--- src/rtl/onchip_mem_test_pkg.sv ---
// Shared types and the address-dependent test pattern for the on-chip memory self-test master.
package onchip_mem_test_pkg;

  typedef enum logic [2:0] {
    IDLE,
    WRITE,
    READ,
    DRAIN,
    DONE
  } state_t;

  // Widest data/address the pattern helper supports; callers cast down to their own widths.
  localparam int PAT_W = 64;

  function automatic logic [PAT_W-1:0] pattern(input logic [PAT_W-1:0] seed,
                                               input logic [PAT_W-1:0] addr,
                                               input int               shift);
    return seed ^ addr ^ (addr << shift);
  endfunction

endpackage

--- src/rtl/onchip_mem_test_master_if.sv ---
// Avalon-MM word-addressed bus between the self-test master and the on-chip memory responder.
interface onchip_mem_test_master_if #(
  parameter int ADDR_WIDTH = 17,
  parameter int DATA_WIDTH = 32
);
  logic [ADDR_WIDTH-1:0]   address;
  logic [DATA_WIDTH/8-1:0] byteenable;
  logic                    chipselect;
  logic                    write;
  logic [DATA_WIDTH-1:0]   writedata;
  logic                    read;
  logic [DATA_WIDTH-1:0]   readdata;
  logic                    waitrequest;

  modport master (
    output address, byteenable, chipselect, write, writedata, read,
    input  readdata, waitrequest
  );

  modport slave (
    input  address, byteenable, chipselect, write, writedata, read,
    output readdata, waitrequest
  );
endinterface

--- src/rtl/avm_rd_latency_pipe.sv ---
// Delay line that carries {valid, addr} of each accepted read until its data returns.
module avm_rd_latency_pipe #(
  parameter int LATENCY    = 1,
  parameter int ADDR_WIDTH = 17
) (
  input  logic                  clk,
  input  logic                  reset,
  input  logic                  in_valid,
  input  logic [ADDR_WIDTH-1:0] in_addr,
  output logic                  out_valid,
  output logic [ADDR_WIDTH-1:0] out_addr,
  output logic                  empty
);

  logic [LATENCY-1:0]    valid_q;
  logic [ADDR_WIDTH-1:0] addr_q [LATENCY];

  always_ff @(posedge clk) begin
    if (reset) begin
      valid_q <= '0;
    end else begin
      valid_q[0] <= in_valid;
      for (int i = 1; i < LATENCY; i++) valid_q[i] <= valid_q[i-1];
    end
  end

  // NOTE: the address stages are qualified by valid_q, so they carry no reset and stay plain flops.
  always_ff @(posedge clk) begin
    addr_q[0] <= in_addr;
    for (int i = 1; i < LATENCY; i++) addr_q[i] <= addr_q[i-1];
  end

  assign out_valid = valid_q[LATENCY-1];
  assign out_addr  = addr_q[LATENCY-1];
  assign empty     = ~|valid_q;

endmodule

--- src/rtl/onchip_mem_test_master.sv ---
// Avalon-MM BIST master: writes a seeded pattern to every word, reads it back, counts mismatches.
module onchip_mem_test_master
  import onchip_mem_test_pkg::*;
#(
  parameter int ADDR_WIDTH   = 17,
  parameter int DATA_WIDTH   = 32,
  parameter int NUM_WORDS    = 98304,
  parameter int READ_LATENCY = 1,
  parameter int ERR_WIDTH    = 16
) (
  input  logic                    clk,
  input  logic                    reset,
  input  logic                    start,
  input  logic [DATA_WIDTH-1:0]   seed,
  output logic                    busy,
  output logic                    done,
  output logic                    pass,
  output logic [ERR_WIDTH-1:0]    err_count,
  output logic [ADDR_WIDTH-1:0]   first_err_addr,
  onchip_mem_test_master_if.master avm
);

  localparam logic [ADDR_WIDTH-1:0] LAST_ADDR = ADDR_WIDTH'(NUM_WORDS - 1);

  state_t                state;
  logic [ADDR_WIDTH-1:0] addr;
  logic [DATA_WIDTH-1:0] seed_q;
  logic                  wr_q;
  logic                  rd_q;
  logic                  accept;
  logic                  pipe_valid;
  logic [ADDR_WIDTH-1:0] pipe_addr;
  logic                  pipe_empty;
  logic                  mismatch;

  function automatic logic [DATA_WIDTH-1:0] pat(input logic [DATA_WIDTH-1:0] s,
                                                input logic [ADDR_WIDTH-1:0] a);
    return DATA_WIDTH'(pattern(PAT_W'(s), PAT_W'(a), DATA_WIDTH - ADDR_WIDTH));
  endfunction

  assign accept   = (wr_q | rd_q) & ~avm.waitrequest;
  assign mismatch = pipe_valid && (avm.readdata != pat(seed_q, pipe_addr));

  avm_rd_latency_pipe #(
    .LATENCY    (READ_LATENCY),
    .ADDR_WIDTH (ADDR_WIDTH)
  ) u_rd_pipe (
    .clk       (clk),
    .reset     (reset),
    .in_valid  (rd_q & ~avm.waitrequest),
    .in_addr   (addr),
    .out_valid (pipe_valid),
    .out_addr  (pipe_addr),
    .empty     (pipe_empty)
  );

  assign avm.address    = addr;
  assign avm.write      = wr_q;
  assign avm.read       = rd_q;
  assign avm.chipselect = wr_q | rd_q;
  assign avm.byteenable = {(DATA_WIDTH/8){wr_q | rd_q}};
  assign avm.writedata  = wr_q ? pat(seed_q, addr) : '0;

  // NOTE: non-blocking assignments everywhere here; every branch sees pre-edge values, and a later
  // assignment to the same register in this block (the IDLE clear of err_count) wins over an earlier one.
  always_ff @(posedge clk) begin
    if (reset) begin
      state          <= IDLE;
      addr           <= '0;
      seed_q         <= '0;
      wr_q           <= 1'b0;
      rd_q           <= 1'b0;
      busy           <= 1'b0;
      done           <= 1'b0;
      pass           <= 1'b0;
      err_count      <= '0;
      first_err_addr <= '0;
    end else begin
      done <= 1'b0;

      // err_count still at zero means this is the first mismatch of the run.
      if (mismatch) begin
        if (err_count == '0) first_err_addr <= pipe_addr;
        if (err_count != '1) err_count <= err_count + ERR_WIDTH'(1);
      end

      unique case (state)
        IDLE: begin
          if (start) begin
            seed_q         <= seed;
            err_count      <= '0;
            first_err_addr <= '0;
            pass           <= 1'b0;
            addr           <= '0;
            wr_q           <= 1'b1;
            busy           <= 1'b1;
            state          <= WRITE;
          end
        end
        WRITE: begin
          if (accept) begin
            if (addr == LAST_ADDR) begin
              addr  <= '0;
              wr_q  <= 1'b0;
              rd_q  <= 1'b1;
              state <= READ;
            end else begin
              addr <= addr + ADDR_WIDTH'(1);
            end
          end
        end
        READ: begin
          if (accept) begin
            if (addr == LAST_ADDR) begin
              addr  <= '0;
              rd_q  <= 1'b0;
              state <= DRAIN;
            end else begin
              addr <= addr + ADDR_WIDTH'(1);
            end
          end
        end
        DRAIN: begin
          // An empty pipe means the last compare already landed in err_count.
          if (pipe_empty) begin
            busy  <= 1'b0;
            done  <= 1'b1;
            pass  <= (err_count == '0);
            state <= DONE;
          end
        end
        DONE:    state <= IDLE;
        default: state <= IDLE;
      endcase
    end
  end

endmodule
--- src/flat_wrapper.sv ---
// flat-port wrapper written by rule: the top's interface ports become plain ports
module onchip_mem_test_master_flat import onchip_mem_test_pkg::*;
#(
  parameter int ADDR_WIDTH   = 17,
  parameter int DATA_WIDTH   = 32,
  parameter int NUM_WORDS    = 98304,
  parameter int READ_LATENCY = 1,
  parameter int ERR_WIDTH    = 16
)
  (clk, reset, start, seed, busy, done, pass, err_count, first_err_addr, avm_address, avm_byteenable, avm_chipselect, avm_write, avm_writedata, avm_read, avm_readdata, avm_waitrequest);
  onchip_mem_test_master_if #(.ADDR_WIDTH(ADDR_WIDTH), .DATA_WIDTH(DATA_WIDTH)) avm_i ();
  input  logic clk;
  input  logic reset;
  input  logic start;
  input  logic [DATA_WIDTH-1:0] seed;
  output logic busy;
  output logic done;
  output logic pass;
  output logic [ERR_WIDTH-1:0] err_count;
  output logic [ADDR_WIDTH-1:0] first_err_addr;
  output wire logic [$bits(avm_i.address)-1:0] avm_address;
  output wire logic [$bits(avm_i.byteenable)-1:0] avm_byteenable;
  output wire logic [$bits(avm_i.chipselect)-1:0] avm_chipselect;
  output wire logic [$bits(avm_i.write)-1:0] avm_write;
  output wire logic [$bits(avm_i.writedata)-1:0] avm_writedata;
  output wire logic [$bits(avm_i.read)-1:0] avm_read;
  input wire logic [$bits(avm_i.readdata)-1:0] avm_readdata;
  input wire logic [$bits(avm_i.waitrequest)-1:0] avm_waitrequest;
  assign avm_address = avm_i.address;
  assign avm_byteenable = avm_i.byteenable;
  assign avm_chipselect = avm_i.chipselect;
  assign avm_write = avm_i.write;
  assign avm_writedata = avm_i.writedata;
  assign avm_read = avm_i.read;
  assign avm_i.readdata = avm_readdata;
  assign avm_i.waitrequest = avm_waitrequest;
  onchip_mem_test_master #(.ADDR_WIDTH(ADDR_WIDTH), .DATA_WIDTH(DATA_WIDTH), .NUM_WORDS(NUM_WORDS), .READ_LATENCY(READ_LATENCY), .ERR_WIDTH(ERR_WIDTH)) u_core (.clk(clk), .reset(reset), .start(start), .seed(seed), .busy(busy), .done(done), .pass(pass), .err_count(err_count), .first_err_addr(first_err_addr), .avm(avm_i));
endmodule
--- config.mk ---
export PLATFORM = sky130hd
export DESIGN_NAME = onchip_mem_test_master_flat
export DESIGN_NICKNAME = d
export VERILOG_FILES = /design/src/rtl/onchip_mem_test_pkg.sv /design/src/rtl/onchip_mem_test_master_if.sv /design/src/rtl/avm_rd_latency_pipe.sv /design/src/rtl/onchip_mem_test_master.sv /design/src/flat_wrapper.sv
export SDC_FILE = /design/constraint.sdc
export NUM_CORES = 1
export LEC_CHECK = 0
export ABC_AREA = 1
export CORE_UTILIZATION = 49
export CTS_CLUSTER_DIAMETER = 60
export DETAILED_ROUTE_END_ITERATION = 6
export PLACE_DENSITY_LB_ADDON = 0.2
export RECOVER_POWER = 50
export SLEW_MARGIN = 25
export SYNTH_ARGS = -nofsm -noshare
export SYNTH_HDL_FRONTEND = slang
export SYNTH_HIERARCHICAL = 1
export SYNTH_SLANG_ARGS = --single-unit
--- constraint.sdc ---
create_clock -name clk -period 2.4 [get_ports clk]
set_clock_uncertainty 0.15 [all_clocks]
set_input_delay 0.24 -clock clk [delete_from_list [all_inputs] [get_ports clk]]
set_output_delay 0.24 -clock clk [all_outputs]
set_load 0.01 [all_outputs]
-- Word-level counts from Yosys, hierarchy flattened
Memories as Yosys holds them, arrays and structs flattened.
Index checks and enable logic that the tools add are counted.
- memories: 1
- RAM bits: 17
- flip-flop bits (word level): 91
- memory list (name ; depth ; width ; read ports ; clocked after memory_dff ; wr ports ; line ; text):
    u_core.u_rd_pipe.addr_q ; 1 ; 17 ; 1 ; 0 ; 1 ; avm_rd_latency_pipe.sv:16 ; logic [ADDR_WIDTH-1:0] addr_q [LATENCY];
- multiplexer cells: 33
- bitwise gates (word level): 9
- $add $sub $neg: 2
- equality and inequality tests: 13
- reduce and logical (&&, ||, !) cells: 15
- operator list (operator ; count):
    17-bit 2-to-1 mux ; 7
    16-bit 2-to-1 mux ; 4
    32-bit by 17-bit bitwise XOR with 32-bit output ; 2
    32-bit bitwise XOR ; 2
    17-bit one-hot mux with 2 select lines ; 1
    32-bit 2-to-1 mux ; 1
    32-bit != test ; 1
    3-bit 2-to-1 mux ; 6
    17-bit by 1-bit adder with 17-bit output (second input constant) ; 1
    17-bit equality test (second input constant) ; 1
    16-bit by 1-bit adder with 16-bit output (second input constant) ; 1
    16-bit zero test ; 1
    16-bit != test (second input constant) ; 1
    3-bit one-hot mux with 4 select lines ; 1
    2-bit by 1-bit != test with 1-bit output (second input constant) ; 5
    1-bit 2-to-1 mux ; 9
    1-bit one-hot mux with 2 select lines ; 4
    2-bit nonzero test ; 4
    3-bit by 2-bit equality test with 1-bit output (second input constant) ; 2
    3-bit AND reduction ; 2
    6-bit AND reduction ; 1
    5-bit AND reduction ; 1
    2-bit != test (second input constant) ; 2
    4-bit AND reduction ; 1
    8 further kinds ; 11

-- Longest topological paths before layout
Gate-level depths: netlist of run 1.
- depth in word-level cells: 7
- gate-level depth with buffers: 16

-- By module
Netlist of run 1, hierarchy kept.
- modules (own cells, without submodules) (module ; cells each ; sequential area each (µm²) ; instances ; area each (µm²)):
    onchip_mem_test_master ; 911 ; 1801.7 ; 1 ; 5532.8
    avm_rd_latency_pipe ; 21 ; 360.3 ; 1 ; 374.1

-- Worst setup path before layout of run 1
OpenSTA, ideal clock, no wires.
- kind: register to register
- start point: register u_core.addr[0], in the netlist u_core/avm.address[0]
- end point: register u_core.addr[12], in the netlist u_core/avm.address[12]
- library setup time: 0.127 ns
- path buffers: 1
- cell stages (with the launch flop): 14
- arrival: 1.740 ns
- path slack: 0.384 ns
- cell sequence: dfxtp_1 ha_1 nand2_1 nor2_1 nand2_1 nor2_1 nand2_1 nor2_1 nand2_1 nand2_1 nand2_1 nand2_2 buf_4 nor3_1
- longest elaborated chain between the ends: 4
- elaborated cells between the ends (all ways): 5
- classes of those cells: 1 x add/sub; 1 x eq/ne; 3 x mux
- ends and longest elaborated chain (what ; line ; text):
    start: declaration ; onchip_mem_test_master.sv:26 ; logic [ADDR_WIDTH-1:0] addr;
    start signal: assignment ; onchip_mem_test_master.sv:108 ; addr <= addr + ADDR_WIDTH'(1);
    start signal: assignment ; onchip_mem_test_master.sv:119 ; addr <= addr + ADDR_WIDTH'(1);
    17-bit by 1-bit adder with 17-bit output or 17-bit equality test (tied branches) ; - ;
    17-bit 2-to-1 mux * ; onchip_mem_test_master.sv:102, onchip_mem_test_master.sv:114 ;
    17-bit 2-to-1 mux * ; onchip_mem_test_master.sv:113 ; if (accept) begin
    17-bit one-hot mux with 2 select lines * ; onchip_mem_test_master.sv:87 ; unique case (state)
Every way passes the cells marked *; elsewhere a longest branch is shown, timed or not. The select of a mux whose other input is x is not followed.
A chain may end at the register's enable or synchronous reset.

-- Worst setup path after layout of run 1
- start point: register u_core.wr_q, in the netlist u_core/avm.write
- end point: output port avm_writedata[12]
- longest elaborated chain between the ends: 1
- ends and longest elaborated chain (what ; line ; text):
    start: declaration ; onchip_mem_test_master.sv:28 ; logic wr_q;
    start signal: assignment ; onchip_mem_test_master.sv:71 ; wr_q <= 1'b0;
    start signal: assignment ; onchip_mem_test_master.sv:95 ; wr_q <= 1'b1;
    start signal: assignment ; onchip_mem_test_master.sv:104 ; wr_q <= 1'b0;
    32-bit 2-to-1 mux ; onchip_mem_test_master.sv:62 ; assign avm.writedata = wr_q ? pat(seed_q, addr) : '0;
    end: declaration ; flat_wrapper.sv:25 ; output wire logic [$bits(avm_i.writedata)-1:0] avm_writedata;
Every way passes these cells.

==> metrics.txt, run 1 <==
sequential share of the synthesized area 0.3660; launch point of the worst path u_core/avm.write; WHS Endpoint u_core/u_rd_pipe/addr_q[0][9]; CTS Root Cell clkbuf_16; Total Wirelength 16900 microns; Compound-Gate Fraction of Synth Area 0.1512; buffer levels on the longest clock path 2; P&R area growth vs syn 34.72%; synthesized net count 1003; Port Buffers 159; Total Power 5.517 mW; relative slew slack 0.5146; Synth Area in Simple Gates 0.3387; Sum Neg Setup Slack 0 ns; initial core utilization 0.5108; Synth area leader dfxtp_1; first-pass GRT wire length 26800 microns; Synth Area in XOR/XNOR 0.02817; GR Overflow Total 0; top-area cell type share of the netlist area 0.3660; FF+latch count, synth 108; Die ar. 12500 sq um; WHS Path Cells 0; later-pin clock latency in the skew report 0.36 ns; Routed Antenna Nets 0; Worst-path clk slew 0.07 ns; DRC Markers 9; RePlAce Congestion 0.9266; Synth Instances 932; First-pass DRT Iterations 7; Hold Startpoint u_core/avm.address[9]; layout cells sized above 1 0.04364; most common cell after layout, fill and taps aside nand2_1; Post-CTS Setup Bufs 0; Slew @ Worst Pin 0.7274 ns; largest family of logic cells by synthesized area simple AND/OR/NAND/NOR gates; vias in the first global route 5464; area share of fa/ha/maj cells after synthesis 0.006355; Initial DRC Count 462; initial antenna violation count 0; kind of critical path register to output pin; Ys Warns 6; Critical Path Fanout Max 30; worst r2r src u_core/err_count[1]; Post-Place Cells 1227; area of the core 11560 sq um; mapped cell area 5907 sq um; Tcrit/Tclk final 0.9461; max-cap viol count 0; min Tclk post-route 2.271 ns; final hold viol count 0; placed wire-length estimate 12610 microns; final-report max-slew violation count 0; HP Class register to register; via/cell ratio 5.093; status complete, but fails checks; flop2flop setup slack 0.18 ns; cts-stage hold buffer count 0; Worst EP required 2.01 ns; via count 6330; largest net degree at the start of global routing 36; die width 111.8 microns; Max VDD drop 0.5449 mV; CP startpoint kind register; final std cells w/o fill 1243; reg-to-reg endpoint u_core/first_err_addr[11]; Yosys cell types 36; IO Pins 160; Worst R2R Path Depth 8; post-route cell area 7958 sq um; Setup Viol. Count Final 0; Overall Global Routing Usage 0.2710; CP endpoint kind output pin; most frequent cells in the layout nand2_1 (278), inv_1 (126), dfxtp_1 (108); Synth Area per Inst 6.338 sq um; Max Freq 0.4404 GHz; LEAKAGE 3.465 nW; Rows 39; PostCTS Resize Cnt 0; per-cell routed wire length 13.59 microns; mux cell area share after synthesis 0; Ant. Diodes 0; failing checks DRC; Die Ht 111.8 microns; clock sinks 108; fin nets 1166; Pwr Density 693.3 nW/um^2; TritonCTS clock tree done; DP Area 7680 sq um; Num CTS Buffers 9; ranking of synthesized cells by area dfxtp_1 (37%), nand2_1 (18%), inv_1 (8.1%), a21oi_1 (7.0%), nor2_1 (6.7%); H-Tree Level Count 3; WP data arrival 1.88 ns
flip-flops by register name (all words and copies together) (netlist names), 3 cells and up:
signal and count:
u_core/first_err_addr 17, u_core/avm.address 17, u_core/seed_q 32, u_core/u_rd_pipe/addr_q 17, u_core/state 3, u_core/err_count 16
critical path, stage by stage, from the launching register on:
cell and delay, ns:
dfxtp_1 0.36, buf_6 0.24, o21ai_0 0.12, a21oi_1 0.21, clkdlybuf4s50_1 0.58
synthesized netlist by cell type (all sizes together):
cell       n
o21a       1
clkbuf    16
o22ai      1
nand3     25
nor3      19
buf       12
a211oi     6
or2        1
xor2      10
nand4     11
xnor2      9
a21oi     85
nand2    282
nand3b    23
o211ai     1
ha         3
nor3b      1
a21boi     1
nor2     108
inv      130
dfxtp    108
nor4       3
clkinv     1
o2111ai    1
o21ai     74
power by group:
part	internal [mW]	switching, mW	total (mW)
sequential	2.00	0.146	2.15
clock	0.789	0.688	1.48
combinational	0.753	1.14	1.89
total	3.54	1.98	5.52
routing by layer:
metal / routed length, microns / global-route usage / up-vias
met2: 7493 / 0.4244 / 208
met1: 7988 / 0.3799 / 2835
li1: - / - / 3270
met3: 1160 / 0.04192 / 17
met4: 254 / 0.09009 / 0
met5: 0 / 0 / -
area by class of cell:
| class | instances | area, sq um |
|---|---|---|
| inverters | 131 | 491.7 |
| repair buffers | 180 | 1725 |
| clock inverters | 3 | 20.02 |
| fillers | 1000 | 3607 |
| well taps | 143 | 178.9 |
| flip-flops and latches | 108 | 2162 |
| clock buffers | 13 | 270.3 |
| multi-input cells | 665 | 3109 |
per-stage QoR:
step                worst slack, ns  utilization  hold WS (ns)
floorplan                    0.3837            -        0.1569
global placement            0.04426       0.6641        0.2082
detailed placement         0.005527       0.6641        0.2109
CTS                         0.02476       0.6892        0.2211
global route               -0.04873       0.6881        0.2331
finish                       0.1294       0.6881        0.2184
worst max-delay path by stage:
stage          slack [ns]                        end
2_1_floorplan        0.38     u_core/avm.address[12]
3_3_place_gp         0.04   u_core/first_err_addr[6]
3_5_place_dp        0.006   u_core/first_err_addr[6]
4_1_cts              0.02          avm_writedata[12]
5_1_grt             -0.05  u_core/first_err_addr[11]
6_report             0.13          avm_writedata[12]
kinds of logic (layout without fill, tap and decap cells):
kind of cell               count (synthesis)  count (layout)
xor gates and xnor gates                  19              19
AOI/OAI and AO/OA                        170             170
buffers and inverters                    159             327
adders and majority gates                  3               3
and+or+nand+nor                          473             473
DFF                                      108             108
No activity file was read; power rests on OpenSTA's default activity.
==> run 2, diff against run 1 <==
--- a/config.mk
+++ b/config.mk
@@ -14,5 +14,4 @@
 export SLEW_MARGIN = 25
 export SYNTH_ARGS = -nofsm -noshare
 export SYNTH_HDL_FRONTEND = slang
-export SYNTH_HIERARCHICAL = 1
 export SYNTH_SLANG_ARGS = --single-unit
==> run 2 against run 1 <==
Net effect:
- the run now ends clean
- critical path type unchanged
- power is 11% higher
- flip-flop and latch count did not move
- sequential share of layout area down 0.32 points
- synthesized area grew 1.7%
- design area increased by 1.2%
- highest routed layer unchanged
- die area grew 1.7%
==> metrics.txt, run 2 <==
status complete, no violations; placed wire-length estimate 12520 microns (-0.73%); GR peak layer met2; later-pin clock latency in the skew report 0.35 ns (about the same); Port Buffers 159 (unchanged); layout cells sized above 1 0.04340 (-0.0002367); Ys Warns 0 (-6); Max Freq 0.4453 GHz (+1.1%); max-cap viol count 0 (unchanged); relative slew slack 0.4458 (-0.06874); clock sinks 108 (unchanged); Top reg by flops u_core.seed_q; mapped cell area 6007 sq um (+1.7%); Rows 40 (+2.6%); IO Pins 160 (unchanged); Critical Path Fanout Max 30 (unchanged); top-area cell type share of the netlist area 0.3599 (-0.006099); top-count cell post-synth nand2_1; Synth Instances 944 (+1.3%); register area 2163 sq um (about the same); Yosys cell types 37 (+2.8%); first-pass GRT wire length 26440 microns (-1.3%); max reg flops 32 (unchanged); RePlAce Congestion 0.8914 (-3.8%); First-pass DRT Iterations 5 (-2); final hold viol count 0 (unchanged); Total Wirelength 16640 microns (-1.5%); largest net degree at the start of global routing 35 (-2.8%); Slew @ Worst Pin 0.8301 ns (+0.1028 ns); worst r2r src u_core.u_rd_pipe.addr_q[0][16]; Die ar. 12710 sq um (+1.7%); buffer levels on the longest clock path 2 (unchanged); internal power 3.891 mW (+9.9%); CTS Root Cell clkbuf_16; top cells by count, synth nand2_1 (276), inv_1 (148), dfxtp_1 (108); FF+latch count, synth 108 (unchanged); flop2flop setup slack 0.21 ns (+0.03 ns); via/cell ratio 4.978 (-2.2%); die width 112.7 microns (+0.83%); Overall Global Routing Usage 0.2630 (-0.007964); Setup Viol. Count Final 0 (unchanged); switching part of the total 0.3625 (+0.004340); sequential share of the synthesized area 0.3599 (-0.006099); via count 6238 (-1.5%); Pwr Density 757.5 nW/um^2 (+9.3%); Die Ht 112.7 microns (+0.83%); multi-input logic area 3117 sq um (+0.24%); CP endpoint kind output pin; TritonCTS clock tree done; GR Overflow Total 0 (unchanged); Synth Area per Inst 6.363 sq um (+0.40%); ys async rst share 0 (unchanged); cts-stage hold buffer count 0 (unchanged); Routed Antenna Nets 0 (unchanged); final-report max-slew violation count 0 (unchanged); WHS Path Cells 0 (unchanged); Psw 2.212 mW (+12%); met3 Usage GRT 0.03642 (-0.005494); PnR worst setup slack 0.1541 ns (+0.02469 ns); synthesized net count 1015 (+1.2%); Synth area leader dfxtp_1; fin nets 1173 (+0.60%); initial antenna violation count 0 (unchanged); Hold Startpoint u_core.avm.address[5]; WHS Endpoint u_core.u_rd_pipe.addr_q[0][5]; Tcrit/Tclk final 0.9358 (-0.01029); Top FF cell, synth dfxtp_1; vias in the first global route 5409 (-1.0%); DP Worst Slack -0.07001 ns (-0.07554 ns); kind of critical path register to output pin; DRC Markers 0 (-9); WP data arrival 1.86 ns (-0.02 ns); Logic pwr share 0.390 (+0.047); Num CTS Buffers 9 (unchanged); most frequent cells in the layout nand2_1 (276), inv_1 (148), clkdlybuf4s50_1 (107), dfxtp_1 (107), a21oi_1 (81); per-cell routed wire length 13.28 microns (-2.3%); Total Power 6.103 mW (+11%); reg-to-reg endpoint u_core.first_err_addr[0]; Max VDD drop 0.7876 mV (+45%); met2 Use GR 0.4424 (+0.01796); Worst R2R Path Depth 15 (+7); min Tclk post-route 2.246 ns (-0.02469 ns); unrepaired setup endpoints after global routing false; ranking of synthesized cells by area dfxtp_1 (36%), nand2_1 (17%), inv_1 (9.2%), a21oi_1 (6.7%), o21ai_0 (5.9%); Worst-path clk slew 0.07 ns (about the same); P&R area growth vs syn 34.12%; Post-CTS Setup Bufs 0 (unchanged); most common cell after layout, fill and taps aside nand2_1; CP startpoint kind register; EDFF count, synth 0 (unchanged); Ant. Diodes 0 (unchanged); LEAKAGE 3.573 nW (+3.1%); area of the core 11960 sq um (+3.4%); # fillers 1100 (+10%); HP Class register to register; routing usage on met1 0.3538 (-0.02616); portion of total power attributed to the clock network 0.250 (-0.018); initial core utilization 0.5022 (-0.008568); H-Tree Level Count 3 (unchanged); Worst EP required 2.01 ns (about the same); sequential group share of total power 0.360 (-0.029); Initial DRC Count 432 (-6.5%)
[run 2: cell types whose count changed in the layout (fill, tap and decap cells not counted), sizes merged, moves of 3 or more]
cell,delta
a21oi,-4
buf,-4
clkinv,+3
a211oi,-4
nand3,+8
o21ai,+3
nor2,-29
inv,+22
o21bai,+17
xor2,-3
[run 2: cell families after synthesis]
family	Yosys count	synth area share
and+or+nand+nor	450	0.3235
AOI/OAI and AO/OA	179	0.1616
buffers and inverters	188	0.1254
DFF	108	0.3599
xor gates and xnor gates	16	0.02333
adders and majority gates	3	0.006249
[run 2: worst max path at each step]
| stage | from | endpoint | slack [ns] | depth (start not counted) |
|---|---|---|---|---|
| after floorplan | u_core.avm.address[1] | u_core.pass | 0.53 | 10 |
| after global placement | avm_readdata[19] | u_core.first_err_addr[16] | -0.03 | 14 |
| after detailed placement | avm_readdata[16] | u_core.first_err_addr[0] | -0.07 | 16 |
| after CTS | u_core.avm.write | avm_writedata[18] | 0.09 | 4 |
| after global routing | u_core.u_rd_pipe.addr_q[0][6] | u_core.first_err_addr[16] | 0.02 | 13 |
| final | u_core.avm.write | avm_writedata[18] | 0.15 | 4 |
[run 2: what timing repair did]
action	in CTS	in global routing
resized for setup	0	5
endpoints found under the hold margin	0	0
endpoints found under the setup margin	0	20
[run 2: through the flow]
| stage | cell area [sq um] | hold WS, ns | instances | utilization | setup TNS [ns] |
|---|---|---|---|---|---|
| global route | 8056 | 0.2388 | 1253 | 0.6735 | 0 |
| finish | 8056 | 0.2241 | 1253 | 0.6735 | 0 |
| detailed placement | 7756 | 0.2249 | 1237 | 0.6484 | -1.021 |
| CTS | 8060 | 0.2338 | 1252 | 0.6738 | 0 |
| floorplan | 6007 | 0.1630 | 944 | - | 0 |
| global placement | 7756 | 0.2224 | 1237 | 0.6484 | -0.3498 |
[run 2: layout make-up]
class	instances	share of cell area
Clock buffer	14	0.03401
Clock inverter	1	0.003727
Inverter	157	0.07315
Multi-Input combinational cell	649	0.3869
Sequential cell	108	0.2685
Tap cell	147	0.02283
Timing Repair Buffer	177	0.2109
[run 2: critical path, cell delays in order, from the launching register on]
cell             delay [ns]
dfxtp_1                0.34
buf_6                  0.26
o21ai_0                0.14
a21oi_1                0.20
clkdlybuf4s50_1        0.57
[run 2: metal layers]
layer / up-vias / wire [microns]
li1: 3288 / -
met1: 2755 / 7903
met2: 181 / 7599
met3: 14 / 954
met4: 0 / 178
met5: - / 0
[run 2: power groups by stage]
stage	clock (mW)	combinational (mW)	sequential, mW
2_1_floorplan	0	1.58	2.23
5_1_grt	1.63	2.66	2.23
3_3_place_gp	0	2.36	2.23
3_5_place_dp	0	2.38	2.23
4_1_cts	1.54	2.40	2.19
6_report	1.52	2.38	2.20
